File: config.mk
export PLATFORM = sky130hd
export DESIGN_NAME = trace_capture_buffer_flat
export DESIGN_NICKNAME = d
export VERILOG_FILES = /design/src/rtl/trace_capture_buffer_if.sv /design/src/rtl/trace_capture_buffer.sv /design/src/flat_wrapper.sv
export SDC_FILE = /design/constraint.sdc
export NUM_CORES = 2
export LEC_CHECK = 0
export ABC_AREA = 1
export CAP_MARGIN = 20
export CORE_MARGIN = 2
export CORE_UTILIZATION = 35
export CTS_BUF_LIST = sky130_fd_sc_hd__clkbuf_4 sky130_fd_sc_hd__clkbuf_8
export DETAILED_ROUTE_END_ITERATION = 6
export HOLD_SLACK_MARGIN = 0.06
export SLEW_MARGIN = 20
export SYNTH_ARGS = -nofsm -noshare
export SYNTH_HDL_FRONTEND = slang
export SYNTH_SLANG_ARGS = --single-unit
File: constraint.sdc
create_clock -name clock -period 12.3 [get_ports clock]
set_input_delay 2.46 -clock clock [delete_from_list [all_inputs] [get_ports clock]]
set_output_delay 2.46 -clock clock [all_outputs]
set_load 0.1 [all_outputs]
File: src/rtl/trace_capture_buffer_if.sv
// rtl/trace_capture_buffer_if.sv - writeback snoop and indexed readout bundle for the trace buffer
interface trace_capture_buffer_if #(
    parameter int DEPTH          = 16,
    parameter int DATA_WIDTH     = 32,
    parameter int REG_ADDR_WIDTH = 5,
    parameter int STAMP_WIDTH    = 16,
    parameter int IDX_WIDTH      = $clog2(DEPTH)
) ();

    // Writeback-stage snoop: one retiring register write per cycle
    logic                      wb_valid;
    logic [REG_ADDR_WIDTH-1:0] wb_dest;
    logic [DATA_WIDTH-1:0]     wb_value;
    logic [DATA_WIDTH-1:0]     wb_pc;

    // Indexed readout: index in, registered entry out one cycle later
    logic [IDX_WIDTH-1:0]      rd_index;
    logic                      rd_valid;
    logic [REG_ADDR_WIDTH-1:0] rd_dest;
    logic [DATA_WIDTH-1:0]     rd_value;
    logic [DATA_WIDTH-1:0]     rd_pc;
    logic [STAMP_WIDTH-1:0]    rd_stamp;

    // Core/host side: drives the snoop and the read index
    modport master (
        output wb_valid, wb_dest, wb_value, wb_pc, rd_index,
        input  rd_valid, rd_dest, rd_value, rd_pc, rd_stamp
    );

    // Recorder side
    modport slave (
        input  wb_valid, wb_dest, wb_value, wb_pc, rd_index,
        output rd_valid, rd_dest, rd_value, rd_pc, rd_stamp
    );

endinterface

File: src/rtl/trace_capture_buffer.sv
// rtl/trace_capture_buffer.sv - circular trace recorder of retired register writes with PC and cycle stamp
module trace_capture_buffer #(
    parameter int DEPTH          = 16,
    parameter int DATA_WIDTH     = 32,
    parameter int REG_ADDR_WIDTH = 5,
    parameter int STAMP_WIDTH    = 16,
    parameter int POST_TRIGGER   = 4,
    parameter int IDX_WIDTH      = $clog2(DEPTH)
) (
    input  logic                  clock,
    input  logic                  reset,
    input  logic                  enable,
    input  logic                  arm,
    input  logic [1:0]            mode,
    input  logic [DATA_WIDTH-1:0] trig_pc,
    trace_capture_buffer_if.slave bus,
    output logic [IDX_WIDTH:0]    count,
    output logic [1:0]            state,
    output logic                  triggered,
    output logic                  overflow
);

    localparam int ENTRY_W = REG_ADDR_WIDTH + 2 * DATA_WIDTH + STAMP_WIDTH;
    localparam logic [IDX_WIDTH:0] DEPTH_CNT    = (IDX_WIDTH + 1)'(DEPTH);
    localparam logic [IDX_WIDTH:0] POST_RELOAD  = (IDX_WIDTH + 1)'(POST_TRIGGER - 1);
    localparam logic [IDX_WIDTH:0] CNT_ONE      = (IDX_WIDTH + 1)'(1);

    typedef enum logic [1:0] {
        ST_IDLE      = 2'd0,
        ST_CAPTURE   = 2'd1,
        ST_WAIT_TRIG = 2'd2,
        ST_DONE      = 2'd3
    } state_t;

    state_t                  cur_state;
    state_t                  next_state;

    logic [1:0]              mode_q;
    logic [DATA_WIDTH-1:0]   trig_pc_q;
    logic [IDX_WIDTH-1:0]    wr_ptr;
    logic [STAMP_WIDTH-1:0]  stamp;
    logic [IDX_WIDTH:0]      post_cnt;

    logic [ENTRY_W-1:0]      mem [DEPTH];

    logic                    capturing;
    logic                    wr_event;
    logic                    trig_hit;
    logic                    full;
    logic [IDX_WIDTH-1:0]    rd_phys;
    logic [ENTRY_W-1:0]      rd_entry;

    // Capture qualifiers; arm suppresses any write arriving in its own cycle
    always_comb begin
        full     = (count == DEPTH_CNT);
        wr_event = enable && !arm && capturing && bus.wb_valid;
        trig_hit = wr_event && (cur_state == ST_WAIT_TRIG) && (bus.wb_pc == trig_pc_q);
        rd_phys  = full ? (wr_ptr + bus.rd_index) : bus.rd_index;
    end

    // State register
    always_ff @(posedge clock) begin
        if (reset) begin
            cur_state <= ST_IDLE;
        end else begin
            cur_state <= next_state;
        end
    end

    // Next-state logic: arm restarts from any state, otherwise only enabled writes move the FSM
    always_comb begin
        next_state = cur_state;
        if (arm) begin
            next_state = (mode == 2'd2) ? ST_WAIT_TRIG : ST_CAPTURE;
        end else if (enable) begin
            case (cur_state)
                ST_CAPTURE: begin
                    if (wr_event) begin
                        if (mode_q == 2'd1 && count == DEPTH_CNT - CNT_ONE) begin
                            next_state = ST_DONE;
                        end else if (mode_q == 2'd2 && post_cnt == CNT_ONE) begin
                            next_state = ST_DONE;
                        end
                    end
                end
                ST_WAIT_TRIG: begin
                    if (trig_hit) begin
                        next_state = (POST_TRIGGER == 1) ? ST_DONE : ST_CAPTURE;
                    end
                end
                default: next_state = cur_state;
            endcase
        end
    end

    // FSM outputs: encoded state and whether the recorder is accepting writes
    always_comb begin
        state     = cur_state;
        capturing = (cur_state == ST_CAPTURE) || (cur_state == ST_WAIT_TRIG);
    end

    // Pointer, count, stamp, trigger and overflow bookkeeping
    always_ff @(posedge clock) begin
        if (reset) begin
            mode_q    <= 2'd0;
            trig_pc_q <= '0;
            wr_ptr    <= '0;
            count     <= '0;
            stamp     <= '0;
            post_cnt  <= '0;
            triggered <= 1'b0;
            overflow  <= 1'b0;
        end else if (arm) begin
            mode_q    <= mode;
            trig_pc_q <= trig_pc;
            wr_ptr    <= '0;
            count     <= '0;
            stamp     <= '0;
            post_cnt  <= '0;
            triggered <= 1'b0;
            overflow  <= 1'b0;
        end else if (enable) begin
            if (capturing && stamp != '1) begin
                stamp <= stamp + 1'b1;
            end
            if (wr_event) begin
                wr_ptr <= wr_ptr + 1'b1;
                if (full) begin
                    overflow <= 1'b1;
                end else begin
                    count <= count + CNT_ONE;
                end
            end
            if (trig_hit) begin
                triggered <= 1'b1;
                post_cnt  <= POST_RELOAD;
            end else if (wr_event && cur_state == ST_CAPTURE && mode_q == 2'd2) begin
                post_cnt <= post_cnt - CNT_ONE;
            end
        end
    end

    // Entry storage; contents need no reset since count gates visibility
    always_ff @(posedge clock) begin
        if (!reset && wr_event) begin
            mem[wr_ptr] <= {bus.wb_dest, bus.wb_value, bus.wb_pc, stamp};
        end
    end

    assign rd_entry = mem[rd_phys];

    // Registered readout from pre-edge pointer, count and contents
    always_ff @(posedge clock) begin
        if (reset) begin
            bus.rd_valid <= 1'b0;
            bus.rd_dest  <= '0;
            bus.rd_value <= '0;
            bus.rd_pc    <= '0;
            bus.rd_stamp <= '0;
        end else if (enable) begin
            bus.rd_valid <= ({1'b0, bus.rd_index} < count);
            bus.rd_dest  <= rd_entry[ENTRY_W-1 -: REG_ADDR_WIDTH];
            bus.rd_value <= rd_entry[2*DATA_WIDTH+STAMP_WIDTH-1 -: DATA_WIDTH];
            bus.rd_pc    <= rd_entry[DATA_WIDTH+STAMP_WIDTH-1 -: DATA_WIDTH];
            bus.rd_stamp <= rd_entry[STAMP_WIDTH-1:0];
        end
    end

endmodule
File: src/flat_wrapper.sv
// flat-port wrapper written by rule: the top's interface ports become plain ports
module trace_capture_buffer_flat 
#(
    parameter int DEPTH          = 16,
    parameter int DATA_WIDTH     = 32,
    parameter int REG_ADDR_WIDTH = 5,
    parameter int STAMP_WIDTH    = 16,
    parameter int POST_TRIGGER   = 4,
    parameter int IDX_WIDTH      = $clog2(DEPTH)
)
  (clock, reset, enable, arm, mode, trig_pc, count, state, triggered, overflow, bus_wb_valid, bus_wb_dest, bus_wb_value, bus_wb_pc, bus_rd_index, bus_rd_valid, bus_rd_dest, bus_rd_value, bus_rd_pc, bus_rd_stamp);
  trace_capture_buffer_if #(.DEPTH(DEPTH), .DATA_WIDTH(DATA_WIDTH), .REG_ADDR_WIDTH(REG_ADDR_WIDTH), .STAMP_WIDTH(STAMP_WIDTH), .IDX_WIDTH(IDX_WIDTH)) bus_i ();
  input  logic clock;
  input  logic reset;
  input  logic enable;
  input  logic arm;
  input  logic [1:0] mode;
  input  logic [DATA_WIDTH-1:0] trig_pc;
  output logic [IDX_WIDTH:0] count;
  output logic [1:0] state;
  output logic triggered;
  output logic overflow;
  input wire logic [$bits(bus_i.wb_valid)-1:0] bus_wb_valid;
  input wire logic [$bits(bus_i.wb_dest)-1:0] bus_wb_dest;
  input wire logic [$bits(bus_i.wb_value)-1:0] bus_wb_value;
  input wire logic [$bits(bus_i.wb_pc)-1:0] bus_wb_pc;
  input wire logic [$bits(bus_i.rd_index)-1:0] bus_rd_index;
  output wire logic [$bits(bus_i.rd_valid)-1:0] bus_rd_valid;
  output wire logic [$bits(bus_i.rd_dest)-1:0] bus_rd_dest;
  output wire logic [$bits(bus_i.rd_value)-1:0] bus_rd_value;
  output wire logic [$bits(bus_i.rd_pc)-1:0] bus_rd_pc;
  output wire logic [$bits(bus_i.rd_stamp)-1:0] bus_rd_stamp;
  assign bus_i.wb_valid = bus_wb_valid;
  assign bus_i.wb_dest = bus_wb_dest;
  assign bus_i.wb_value = bus_wb_value;
  assign bus_i.wb_pc = bus_wb_pc;
  assign bus_i.rd_index = bus_rd_index;
  assign bus_rd_valid = bus_i.rd_valid;
  assign bus_rd_dest = bus_i.rd_dest;
  assign bus_rd_value = bus_i.rd_value;
  assign bus_rd_pc = bus_i.rd_pc;
  assign bus_rd_stamp = bus_i.rd_stamp;
  trace_capture_buffer #(.DEPTH(DEPTH), .DATA_WIDTH(DATA_WIDTH), .REG_ADDR_WIDTH(REG_ADDR_WIDTH), .STAMP_WIDTH(STAMP_WIDTH), .POST_TRIGGER(POST_TRIGGER), .IDX_WIDTH(IDX_WIDTH)) u_core (.clock(clock), .reset(reset), .enable(enable), .arm(arm), .mode(mode), .trig_pc(trig_pc), .bus(bus_i), .count(count), .state(state), .triggered(triggered), .overflow(overflow));
endmodule
==> out/qor.csv <==
metric,value,unit
status,finished clean,
hold_class,reg -> reg,
grt_overflow,0,
worstPathArrival,6.67,ns
numPortBuffers,206,
grt_max_degree,236,
grt_pass1_wl,254000,um
grt_use_total,18.6,%
synth-seq-area-share,71.3,%
die_area,0.179,mm2
area_delta_synth_final,15.2,%
synth_fp_nets,5745,
cts_made_buffers,240,
wl_per_cell,20.4,um
max_freq,164,MHz
multi_input_area,0.0157,mm2
timing.slew.headroom,17.0,%
seq_area,0.0439,mm2
fp.dieH,424,um
ctsHoldBuffers,0,
final_cell_mix,"nand2_1, edfxtp_1, nand3_1, clkbuf_8, nor2_1",
nFillCells,16400,
start_util,35.3,%
path_clk_slew,0.06,ns
path_class,in -> reg,
cts_sinks,1514,
startpoint,enable,
final-hold-violation-count,0,
netlist_area,0.0616,mm2
ir_drop,0.0880,mV
synth-edff-count,1360,
synthCells,5614,
drt_wl_total,170000,um
vias,41600,
finalSetupTns,0,ns
final_nets,5943,
drv_slew,0,
place_congestion,0.763,
synth_area_per_cell,11.0,um2
worst_ep_required_time,12.86,ns
end_kind,register,
cts_resized,0,
io_pins,207,
reg2reg_to,u_core.mem[5][4],
drive_above_1_share,8.61,%
core_area,0.174,mm2
insertion_delay,0.96,ns
dp_hpwl,88700,um
cts_tree,done,
row_count,153,
finalClockSkew,0.0639,ns
powerDensity,155,mW/mm2
power_leakage,26.7,nW
start_kind,input pin,
post-cts-setup-buffers,0,
grt_pass1_vias,40200,
clock_path_buffers,3,
synth_seq_cells,1514,
reg2regPathDepth,12,
dp_slack,5.18,ns
synthArstFlopShare,0,%
stdcell_count,8357,
antenna_left,0,
layout_commonest_cell,nand2_1,
viasPerCell,4.98,
timing.final.crit_share,49.7,%
endpoint,u_core.mem[5][4],
crit-reg2reg-launch,u_core.state[0],
drc,0,
period_needed,6.11,ns
whs,0.472,ns
tightest_slew,1.24,ns
rsz0062_at_grt,no,
antenna_found_initial,13,
setup_ws,6.19,ns
crit_path_max_fanout,69,
synth_warnings,0,
postLayoutCoreUtil,40.7,%
worstHoldStart,u_core.trig_pc_q[21],
r2r_setup_slack,7.55,ns
dr.pass1.iters,5,
drt_iter0_drc,3812,
synthDistinctLibCells,39,
placedCellCount,7893,
htreeDepth,4,
max-cap-violations,0,
die_w,424,um
postSynth.topFlopCell,edfxtp_1,
finalSetupViolations,0,
cts_root_buffer,clkbuf_8,
-- where the power goes --
group / switching (mW) / internal [mW] / leakage (nW)
clock network: 2.01 / 2.39 / 2.67
logic: 0.706 / 0.253 / 10.4
registers: 0.0337 / 5.63 / 13.6
total: 2.74 / 8.27 / 26.7
-- synthesized netlist by cell type (3+ instances only) --
cell type  instances  area share [%]
nand4_1           11            0.11
edfxtp_1        1360              66
o211ai_1           3           0.037
dfxtp_1          154             5.0
buf_4              3           0.037
a21oi_1           50            0.41
buf_1             20            0.12
and2_1             5           0.051
ha_1              18            0.37
xor2_1             6           0.085
nand3_1          962             7.8
buf_2            146             1.2
nor3_1            10           0.081
clkbuf_1         152            0.93
a21o_1            84             1.0
nor2_1           262             1.6
inv_1            188             1.1
xnor2_1           19            0.27
nand2_1         2079              13
inv_2              4           0.024
o21ai_0           56            0.45
-- cells by family (layout without fill, tap and decap cells) --
logic type	after synthesis	count (layout)	synth area share, %
AOI/OAI and AO/OA	201	201	2.03
xor gates and xnor gates	25	25	0.355
adders and majority gates	19	19	0.398
buffers and inverters	516	928	3.47
DFF	1514	1514	71.3
other	0	6	0
and+or+nand+nor	3339	3339	22.5
-- final cells by class --
| cell class | instances | area share, % |
|---|---|---|
| Timing Repair Buffer | 278 | 3.77 |
| Inverter | 194 | 1.05 |
| Multi-Input combinational cell | 3584 | 22.1 |
| Clock inverter | 99 | 0.902 |
| Clock buffer | 357 | 6.17 |
| Tap cell | 2325 | 4.10 |
| Sequential cell | 1514 | 61.9 |
| Antenna cell | 6 | 0.0212 |
-- worst min path at each step --
stage,to,depth (start not counted),slack [ns]
detailed placement,u_core.trig_pc_q[23],2,0.46
finish,u_core.trig_pc_q[21],2,0.47
global route,u_core.trig_pc_q[15],2,0.50
CTS,u_core.trig_pc_q[23],2,0.47
global placement,u_core.trig_pc_q[17],2,0.46
floorplan,u_core.trig_pc_q[15],2,0.45
-- state kept, by name (all words and copies together) (netlist names) --
register             cells
u_core.bus.rd_dest       5
u_core.bus.rd_valid      1
u_core.state             2
u_core.post_cnt          5
u_core.bus.rd_value     32
u_core.overflow          1
u_core.count             5
u_core.trig_pc_q        32
u_core.bus.rd_pc        32
u_core.wr_ptr            4
u_core.mem            1360
u_core.triggered         1
u_core.stamp            16
u_core.bus.rd_stamp     16
u_core.mode_q            2
-- routing by layer --
layer / GRT usage [%] / up-vias / wire (um)
met1: 24.6 / 20300 / 72800
met5: 0 / - / 72
met4: 7.88 / 8 / 6400
met3: 3.79 / 314 / 11400
li1: - / 19600 / -
met2: 29.7 / 1457 / 79700
-- worst max-delay path: stages --
cell and delay [ns]:
clkbuf_8 0.43, nand2_1 0.49, nor2_2 0.21, buf_4 0.23, clkinv_1 0.46, nor2_1 0.33
nand3_1 0.36, nor2_4 0.17, buf_4 0.60, buf_4 0.86
-- per-stage QoR --
step	total power [mW]	cell area [um2]
finish	11.0	71000
global route	11.4	71000
CTS	11.1	70900
detailed placement	6.73	65900
global placement	6.72	65900
floorplan	6.38	61600
Power figures use the tool's default switching activity.
